===== config.mk =====
export PLATFORM = sky130hd
export DESIGN_NAME = param_compare_display
export DESIGN_NICKNAME = d
export VERILOG_FILES = /design/src/rtl/param_compare_display.sv
export SDC_FILE = /design/constraint.sdc
export NUM_CORES = 1
export LEC_CHECK = 0
export BUFFER_PORTS_ARGS = -buffer_cell sky130_fd_sc_hd__buf_4
export CAP_MARGIN = 20
export CORE_AREA = 2 2 63 65
export CTS_CLUSTER_SIZE = 24
export DETAILED_ROUTE_END_ITERATION = 12
export DIE_AREA = 0 0 65 67
export PLACE_DENSITY = 0.75
export SLEW_MARGIN = 40
export SYNTH_ARGS = -nofsm -noshare
export SYNTH_HDL_FRONTEND = slang
export SYNTH_SLANG_ARGS = --single-unit

===== constraint.sdc =====
create_clock -name MAX10_CLK1_50 -period 1.9 [get_ports MAX10_CLK1_50]
set_input_delay 0.19 -clock MAX10_CLK1_50 [delete_from_list [all_inputs] [get_ports MAX10_CLK1_50]]
set_output_delay 0.19 -clock MAX10_CLK1_50 [all_outputs]
set_load 0.01 [all_outputs]

===== src/rtl/param_compare_display.sv =====
// rtl/param_compare_display.sv - debounced signed/unsigned magnitude comparator with LED/7-seg display and change counter
//
// Purpose:
//   Registers {eq,gt,lt} of a vs b each clock. A result is committed only after
//   it has been identical for STABLE_CYCLES consecutive edges. The committed
//   result drives one-hot LEDs and a 7-segment character (E / L / G). Committed
//   result changes are counted, saturating.
//
// Ports:
//   MAX10_CLK1_50  in   system clock, rising edge
//   reset          in   synchronous, active-high reset
//   a, b           in   WIDTH-bit operands
//   signed_mode    in   1 = two's-complement compare, 0 = unsigned
//   hold           in   1 = freeze committed result and display
//   clear_cnt      in   synchronous clear of change_count
//   LEDR           out  [2] eq, [1] gt, [0] lt; [3] settling; [9:4] change_count[5:0]
//   HEX3           out  active-low segments {dp,g..a} of committed result
//   change_count   out  saturating count of committed result changes
//   change_pulse   out  one-cycle strobe after each counted commit

module param_compare_display #(
    parameter int WIDTH         = 4,
    parameter int STABLE_CYCLES = 4,
    parameter int CNT_WIDTH     = 8
) (
    input  logic                 MAX10_CLK1_50,
    input  logic                 reset,
    input  logic [WIDTH-1:0]     a,
    input  logic [WIDTH-1:0]     b,
    input  logic                 signed_mode,
    input  logic                 hold,
    input  logic                 clear_cnt,
    output logic [9:0]           LEDR,
    output logic [7:0]           HEX3,
    output logic [CNT_WIDTH-1:0] change_count,
    output logic                 change_pulse
);

    localparam int CW = $clog2(STABLE_CYCLES + 1);
    localparam logic [CW-1:0]        CNT_MAX  = CW'(STABLE_CYCLES);
    localparam logic [CW:0]          STABLE_W = (CW + 1)'(STABLE_CYCLES);
    localparam logic [CW-1:0]        CNT_ONE  = CW'(1);
    localparam logic [CNT_WIDTH-1:0] CC_MAX   = '1;

    typedef enum logic [1:0] {
        S_IDLE   = 2'd0,
        S_LOCKED = 2'd1,
        S_HOLD   = 2'd2
    } state_t;

    state_t          state_q, state_d;
    logic [2:0]      raw_q;
    logic [2:0]      cand;
    logic [2:0]      res;
    logic [CW-1:0]   cnt;

    logic            eq_c, lt_c, gt_c;
    logic [CW:0]     cnt_p1;
    logic            commit;
    logic            count_inc;
    logic [CNT_WIDTH+5:0] cc_ext;

    // Raw comparison, {eq,gt,lt}; exactly one bit is set.
    always_comb begin
        eq_c = (a == b);
        if (signed_mode) begin
            lt_c = ($signed(a) < $signed(b));
        end else begin
            lt_c = (a < b);
        end
        gt_c = !eq_c && !lt_c;
    end

    // cand == 0 only right after reset; it is never a valid result, so it
    // must not be committed even when the counter would allow it.
    always_comb begin
        cnt_p1    = {1'b0, cnt} + {{CW{1'b0}}, 1'b1};
        commit    = (raw_q == cand) && (cand != 3'b000) && (cnt_p1 >= STABLE_W) && !hold;
        count_inc = commit && (cand != res) && (state_q != S_IDLE);
    end

    always_comb begin
        state_d = state_q;
        case (state_q)
            S_IDLE:   if (commit) state_d = S_LOCKED;
            S_LOCKED: if (hold)   state_d = S_HOLD;
            S_HOLD:   if (!hold)  state_d = S_LOCKED;
            default:  state_d = S_IDLE;
        endcase
    end

    always_ff @(posedge MAX10_CLK1_50) begin
        if (reset) begin
            state_q      <= S_IDLE;
            raw_q        <= 3'b000;
            cand         <= 3'b000;
            cnt          <= '0;
            res          <= 3'b000;
            change_count <= '0;
            change_pulse <= 1'b0;
        end else begin
            state_q <= state_d;
            raw_q   <= {eq_c, gt_c, lt_c};

            // Any difference restarts the stability count at 1.
            if (raw_q != cand) begin
                cand <= raw_q;
                cnt  <= CNT_ONE;
            end else if (cnt != CNT_MAX) begin
                cnt <= cnt + CNT_ONE;
            end

            if (commit) begin
                res <= cand;
            end

            // Clear wins over an increment; the strobe still reports the commit.
            if (clear_cnt) begin
                change_count <= '0;
            end else if (count_inc && (change_count != CC_MAX)) begin
                change_count <= change_count + 1'b1;
            end
            change_pulse <= count_inc;
        end
    end

    // Display decode, from registers only.
    always_comb begin
        cc_ext = {6'b000000, change_count};
        LEDR   = 10'b0;
        HEX3   = 8'hFF;
        LEDR[9:4] = cc_ext[5:0];
        LEDR[3]   = (cand != res) || (state_q == S_IDLE);
        if (state_q != S_IDLE) begin
            LEDR[2:0] = res;
            case (res)
                3'b100:  HEX3 = 8'h86;
                3'b001:  HEX3 = 8'hC7;
                3'b010:  HEX3 = 8'hC2;
                default: HEX3 = 8'hFF;
            endcase
        end
    end

endmodule


; ---- After elaboration in Yosys (flattened, before gate mapping)
; Index checks and enable logic that the tools add are counted.
[totals]
ff_bits = 23
elab_cells = 56
inputBits = 13
[op_classes]
addsub = 3
magnitude_cmp = 3
eq_ne = 14
reduce_logical = 18
n_mux = 10
[op_table]
columns = cell, n
row1 = case mux 7 bit (3 select lines), 1
row2 = adder 8 x 1 -> 8 bit (second input constant), 1
row3 = less-than comparator 4 bit, 2
row4 = inequality test 8 bit (second input constant), 1
row5 = logical AND 1 bit, 7
row6 = two-way mux 7 bit, 1
row7 = two-way mux 2 bit, 3
row8 = inequality test 2 bit (second input constant), 3
row9 = inequality test 3 bit, 2
row10 = case mux 2 bit (3 select lines), 1
row11 = adder 3 x 1 -> 4 bit (second input constant), 1
row12 = equality test 4 bit, 1
row13 = >= comparator 4 x 3 -> 1 bit (second input constant), 1
row14 = nonzero test 2 bit, 2
row15 = OR reduction 2 bit, 2
row16 = adder 3 x 1 -> 3 bit (second input constant), 1
row17 = equality test 3 x 1 -> 1 bit (second input constant), 1
row18 = equality test 3 x 2 -> 1 bit (second input constant), 1
row19 = equality test 3 bit, 1
row20 = equality test 3 bit (second input constant), 1
row21 = logical NOT 1 bit, 3
row22 = two-way mux 1 bit, 3
row23 = two-way mux 3 bit, 1
row24 = inequality test 3 bit (second input constant), 1
row25 = 6 further kinds, 6

; ---- Logic depth before layout (Yosys ltp)
; Gate-level depths: netlist of run 1.
[depth]
ltp_word = 7
mapped_depth = 7
ltp_nobuf = 7

; ---- Worst setup path after synthesis of run 1
; OpenSTA, ideal clock, no wires.
[synth_timing]
kind = reg-to-reg
from = register cnt[0]
to = register change_count[2]
arrival_ps = 1781
setup_ps = 70
period_less_slack_ps = 1851
setup_slack_ps = 49
path_stages_with_launch = 8
cell_sequence = dfxtp_1 > ha_1 > and2_1 > a211oi_4 > nand4_4 > buf_6 > or3_1 > a21oi_1
[synth_between]
elab_chain_cells = 7
[synth_lines]
columns = item, line_no
row1 = "start, declared", 55  ; logic [CW-1:0] cnt;
row2 = "start signal, assigned", 110  ; cnt <= cnt + CNT_ONE;
row3 = adder 3 x 1 -> 4 bit, 77  ; cnt_p1 = {1'b0, cnt} + {{CW{1'b0}}, 1'b1};
row4 = >= comparator 4 x 3 -> 1 bit, 78  ; commit = (raw_q == cand) && (cand != 3'b000) && (cnt_p1 >= STABLE_W) && !hold;
row5 = logical AND 1 bit (2 in a row), 78
row6 = logical AND 1 bit (2 in a row), 79  ; count_inc = commit && (cand != res) && (state_q != S_IDLE);
row7 = logical AND 1 bit, 120  ; end else if (count_inc && (change_count != CC_MAX)) begin
row8 = "end signal, assigned", 121  ; change_count <= change_count + 1'b1;
row9 = "end, declared", 35  ; output logic [CNT_WIDTH-1:0] change_count,
; No other way between the ends.
; A chain may end at the register's enable or synchronous reset.

; ---- Worst setup path after layout of run 1
[layout_timing]
from = register cnt[1]
to = register change_count[6]
; The elaborated chain is that of the path after synthesis.

==> reports/summary.txt, run 1 <==
Cts hold-fix bufs: 0
Max Clock Skew: 6.57 ps
WL per Instance: 10.8 µm
Initial antenna violation count: 0
Top FF cell, synth: dfxtp_1
Worst min path class: in -> reg
Row count: 22
Synthesized area per cell: 8.40 µm²
Longest Clk Path Bufs: 2
# diodes: 0
Placed cell area: 1650 µm²
Inserted Clock Buffers: 3
Synth Cell Area: 1360 µm²
First-pass GRT wire length: 4.63 mm
Dominant cell type by area after synthesis: dfxtp_1
Top-area cell type share of the netlist area: 33.9%
EDFF count, synth: 0
Max Freq: 0.539 GHz
Worst reg2reg path endpoint: change_count[6]$_SDFFE_PP0P_
Vias in the first global route: 1135
Yosys Warn Count: 0
Die W: 65 µm
Core Region: 3610 µm²
Setup TNS: 0 ps
R2R cell count: 6
Post-route cell area: 1770 µm²
CP peak stage delay: 530 ps
Final min period: 1850 ps
Critical path capture point type: flip-flop
Gr usage total: 13.2%
Cell depth of the worst setup path: 6
Area grow syn2layout: 29.8%
Drt pass-1 iters: 4
Register bit total from synthesis: 23
Final Hold Viols: 0
Synth top cells by count: dfxtp_1, nand2_1, inv_1
Hold endpoint: cnt[0]$_SDFFE_PP0P_
Hold path cells: 2
Leakage power: 0.745 nW
Status: finished clean
Top Family by Delay on Critical Path: simple AND/OR/NAND/NOR gates
Post-synthesis sequential area ratio: 33.9%
Num ports: 40
Launch point of the worst reg-to-reg path: cnt[1]$_SDFFE_PP0P_
R2r setup slk: 50 ps
Setup CP Type: reg -> reg
Peak supply drop: 242 µV
Top-count cell post-synth: dfxtp_1
Vias per cell: 4.85
Layout cells sized above 1: 33.0%
Initial core utilization: 37.7%
Aggregate global routing overflow: 0
Hold Crit Start: reset
Ys async rst share: 0%
Worst path cell trace: ha_4, and2_4, a211oi_4, nand4_4, or4_4, a21oi_2
Layout net count: 221
Critical Path Start Type: flip-flop
Largest net degree at the start of global routing: 18
WL final: 2.68 mm
Worst path slowest cell: or4_4
CP required: 2110 ps
Max Cap Viol: 0
Slew Limit Fails: 0
CTS root buf: clkbuf_8
DRC viols: 0
CTS tree: done
Final Setup Violations: 0
CTS clk-pin slew, worst paths: 80 ps
Die area: 4360 µm²
Synth Instances: 162
Synth top area cells: dfxtp_1, ha_1, buf_4, xnor2_1, nand2_1
CTS H-tree depth: 1
Crit path DAT: 2060 ps
PortBufs: 37
Initial DRC Count: 36
Filler Cell Count: 368
Die H: 67 µm
Via count: 1203
CTS sink cnt: 23
Final Cycle Share: 97.6%
Crit Path Max Fanout: 5
Worst skew pair latency: 260 ps
Routability cong.: 0.786
Count of cell types in the netlist: 40
Pwr Density: 547 nW/µm²
Buffers and inverters on the worst path: 0
Post-DP HPWL: 2.07 mm
Post-DRT Antenna Nets: 0
RSZ-0062 raised after global routing: yes
cell usage in the layout, fill, tap and decap left out, types with 2 or more instances in the layout:
cell type  Yosys  layout
ha_1           7       6
nand2_1       14      14
a31oi_1        2       2
xnor2_1        9       9
buf_4         11      46
nand3_1        7       7
clkbuf_8       0       3
and3_1         2       2
or3_2          2       2
or3_1          3       3
nand4_1        4       4
nor2b_1        6       6
nor3b_1        2       2
and2_1         4       3
inv_1         12      12
dfxtp_1       23      22
conb_1         1       2
o31ai_1        2       2
o21ai_0        6       6
a21oi_2        0       3
o21bai_1       2       2
o211ai_1       3       3
or2_2          2       2
nor2_1         9       9
a21oi_1        9       6
nor3_1         2       2
worst reg2reg max path: cells and delay by family, from the launching register on:
family | cells | cell delay [ps]
adders and majority gates | 1 | 180
AOI/OAI and AO/OA | 2 | 410
and+or+nand+nor | 3 | 860
DFF | 1 | 350
cell type report:
type	instances	area [µm²]	area share [%]
clock buffers	3	41.3	2.34
clock inverters	1	5.00	0.283
inverters	12	45.0	2.55
multi-input cells	114	793	44.9
flip-flops and latches	23	464	26.3
well taps	48	60.1	3.40
repair buffers	47	357	20.2
cells by family after synthesis:
group	share of synthesized area (%)
AOI/OAI and AO/OA	13.7
xor gates and xnor gates	6.44
adders and majority gates	6.44
buffers and inverters	11.2
DFF	33.9
muxes	0.736
other	0.276
and+or+nand+nor	27.3
report_power, final:
group	switching [W]	internal, W
Combinational	0.0000778	0.0000742
Clock	0.000155	0.000146
Sequential	0.0000156	0.000497
state kept, by name (all words and copies together), names as in the netlist:
signal and count:
cand 3, change_count 8, change_pulse 1, cnt 3
raw_q 3, res 3, state_q 2
per-layer routing:
metal | global-route usage, % | part of all wire, % | vias up
li1 | - | - | 625
met1 | 15.4 | 45 | 542
met2 | 24.5 | 48 | 34
met3 | 1.69 | 5.2 | 2
met4 | 5.32 | 0.93 | 0
met5 | 0 | 0 | -
metrics by stage:
stage / setup slack [ps] / power, W / util (%) / hold WS [ps] / std cells
finish: 46.2 / 0.000966 / 49.0 / 215 / 248
global route: -29.8 / 0.00101 / 49.0 / 223 / 248
CTS: 40.2 / 0.000968 / 47.9 / 213 / 247
detailed placement: -31.9 / 0.000661 / 45.7 / 472 / 240
global placement: 32.3 / 0.000657 / 45.7 / 465 / 240
floorplan: 48.8 / 0.000618 / - / 262 / 163
worst max-delay path by stage:
| stage | slack (ps) | end | start |
|---|---|---|---|
| after floorplan | 50 | change_count[2]$_SDFFE_PP0P_ | cnt[0]$_SDFFE_PP0P_ |
| after global placement | 30 | change_count[6]$_SDFFE_PP0P_ | cnt[0]$_SDFFE_PP0P_ |
| after detailed placement | -30 | change_count[6]$_SDFFE_PP0P_ | cnt[0]$_SDFFE_PP0P_ |
| after CTS | 40 | change_count[6]$_SDFFE_PP0P_ | cnt[0]$_SDFFE_PP0P_ |
| after global routing | -30 | change_count[6]$_SDFFE_PP0P_ | cnt[0]$_SDFFE_PP0P_ |
| final | 50 | change_count[6]$_SDFFE_PP0P_ | cnt[1]$_SDFFE_PP0P_ |
what timing repair did:
item | CTS | global route
gates resized for setup | 3 | 7
cloned | 1 | 0
buffers inserted | 2 | 1
setup endpoints to repair | 3 | 6
pin swaps | 2 | 5
Note: power is estimated with default switching activity, not from simulation.
==> inputs of run 2 (changes only) <==
Settings changed: CORE_AREA 2 2 63 65 to 2 2 52 78, DIE_AREA 0 0 65 67 to 0 0 54 80, PLACE_DENSITY 0.75 to 0.73.
Clock period 1.9 ns to 2.38 ns, I/O delays scaled along.
==> reports/summary.txt, run 2 (synthesized netlist as in run 1, its figures left out) <==
Hold slack final: 259 ps (was 215 ps)
Initial core utilization: 37.3% (was 37.7%)
Commonest cells after routing, fill and taps aside: buf_4, dfxtp_1, nand2_1, inv_1 (unchanged)
WL per Instance: 11.1 µm (was 10.8 µm)
Buffers and inverters on the worst path: 0 (unchanged)
Initial antenna violation count: 0 (unchanged)
Peak supply drop: 282 µV (was 242 µV)
Row count: 27 (was 22)
Crit Path Max Fanout: 13 (was 5)
CP peak stage delay: 510 ps (was 530 ps)
PortBufs: 37 (unchanged)
Worst skew pair latency: 260 ps (about the same)
Max reg flops: 8 (unchanged)
Layout net count: 210 (was 221)
Final Cycle Share: 87.8% (was 97.6%)
Slew Limit Fails: 0 (unchanged)
Final Setup Violations: 0 (unchanged)
Leakage power: 0.689 nW (was 0.745 nW)
Post-CTS resize count: 0 (was 3)
Gr usage total: 13.2% (about the same)
Final Hold Viols: 0 (unchanged)
Cell depth of the worst setup path: 6 (unchanged)
Crit path DAT: 2290 ps (was 2060 ps)
Pwr Density: 459 nW/µm² (was 547 nW/µm²)
CTS sink cnt: 23 (unchanged)
Max Clock Skew: 1.93 ps (was 6.57 ps)
Worst path slowest cell: or4_1 (was or4_4)
Longest Clk Path Bufs: 2 (unchanged)
Status: finished clean (unchanged)
Most common cell after layout, fill and taps aside: buf_4 (unchanged)
Aggregate global routing overflow: 0 (unchanged)
Die area: 4320 µm² (was 4360 µm²)
Cts hold-fix bufs: 0 (unchanged)
Hold path cells: 2 (unchanged)
Post-CTS Setup Repair Bufs: 0 (was 2)
Filler Cell Count: 378 (was 368)
Biggest register: change_count (unchanged)
Critical path capture point type: flip-flop (unchanged)
DRC viols: 0 (unchanged)
R2R cell count: 6 (unchanged)
Final min period: 2090 ps (was 1850 ps)
Via count: 1172 (was 1203)
Vias in the first global route: 1106 (was 1135)
Area grow syn2layout: 20.1% (was 29.8%)
Die W: 54 µm (was 65 µm)
Critical Path Start Type: flip-flop (unchanged)
Vias per cell: 5.05 (was 4.85)
Initial DRC Count: 34 (was 36)
First-pass GRT wire length: 4.30 mm (was 4.63 mm)
Routability cong.: 0.767 (was 0.786)
Setup CP Type: reg -> reg (unchanged)
Inserted Clock Buffers: 3 (unchanged)
# diodes: 0 (unchanged)
CTS clk-pin slew, worst paths: 80 ps (about the same)
Setup TNS: 0 ps (unchanged)
WL final: 2.58 mm (was 2.68 mm)
Post-DP HPWL: 2.12 mm (was 2.07 mm)
Post-DRT Antenna Nets: 0 (unchanged)
Worst path cell trace: ha_1, and2_1, a211oi_4, nand4_4, or4_1, a21oi_1 (was ha_4, and2_4, a211oi_4, nand4_4, or4_4, a21oi_2)
CTS H-tree depth: 1 (unchanged)
Top Family by Delay on Critical Path: simple AND/OR/NAND/NOR gates (unchanged)
Largest net degree at the start of global routing: 18 (unchanged)
RSZ-0062 raised after global routing: no (was yes)
Max Cap Viol: 0 (unchanged)
CTS root buf: clkbuf_8 (unchanged)
CP required: 2580 ps (was 2110 ps)
Die H: 80 µm (was 67 µm)
Final core occ: 44.8% (was 49.0%)
Layout cells sized above 1: 25.4% (was 33.0%)
CTS tree: done (unchanged)
Num ports: 40 (unchanged)
Drt pass-1 iters: 4 (unchanged)
Core Region: 3650 µm² (was 3610 µm²)
Worst min path class: in -> reg (unchanged)
Total power: 0.000750 W (was 0.000966 W)
Max Freq: 0.478 GHz (was 0.539 GHz)
-- run 2: changes by cell type in the layout (fill, tap and decap cells not counted), sizes merged --
cell / previous run / this run
buf: 47 / 37
nand4: 6 / 5
-- run 2: final cells by class --
cell class	count	area (µm²)	share of cell area (%)
inverter	12	45.0	2.76
tap	43	53.8	3.29
clock inverter	1	5.00	0.306
timing repair buffer	37	278	17.0
multi-input combinational	113	751	45.9
clock buffer	3	41.3	2.53
sequential	23	460	28.2
-- run 2: path summary, 6_finish.rpt --
| path | end | start | slack (ps) |
|---|---|---|---|
| worst max-delay path | change_count[6]$_SDFFE_PP0P_ | cnt[0]$_SDFFE_PP0P_ | 290 |
| worst min-delay path | res[2]$_SDFFE_PP0P_ | reset | 260 |
| worst max register to register | change_count[6]$_SDFFE_PP0P_ | cnt[0]$_SDFFE_PP0P_ | 290 |
| worst min register to register | cand[1]$_SDFFE_PP0P_ | raw_q[1]$_SDFF_PP0_ | 480 |
-- run 2: per-stage QoR --
step,cells,worst slack [ps],cell area (µm²)
floorplan,163,529,1360
global route,232,162,1630
detailed placement,228,315,1590
global placement,228,381,1590
finish,232,290,1630
CTS,232,286,1630
-- run 2: metal layers --
layer / up-vias / part of all wire (%) / global-route usage (%)
li1: 601 / - / -
met1: 538 / 40 / 13.1
met2: 29 / 54 / 24.3
met3: 4 / 4.2 / 2.25
met4: 0 / 1.7 / 7.50
met5: - / 0 / 0
-- run 2: where the power goes --
group | leakage, nW | total [W] | internal, W | switching, W
clock | 0.0255 | 0.000242 | 0.000117 | 0.000125
sequential | 0.187 | 0.000407 | 0.000396 | 0.0000111
combinational | 0.476 | 0.000100 | 0.0000473 | 0.0000529
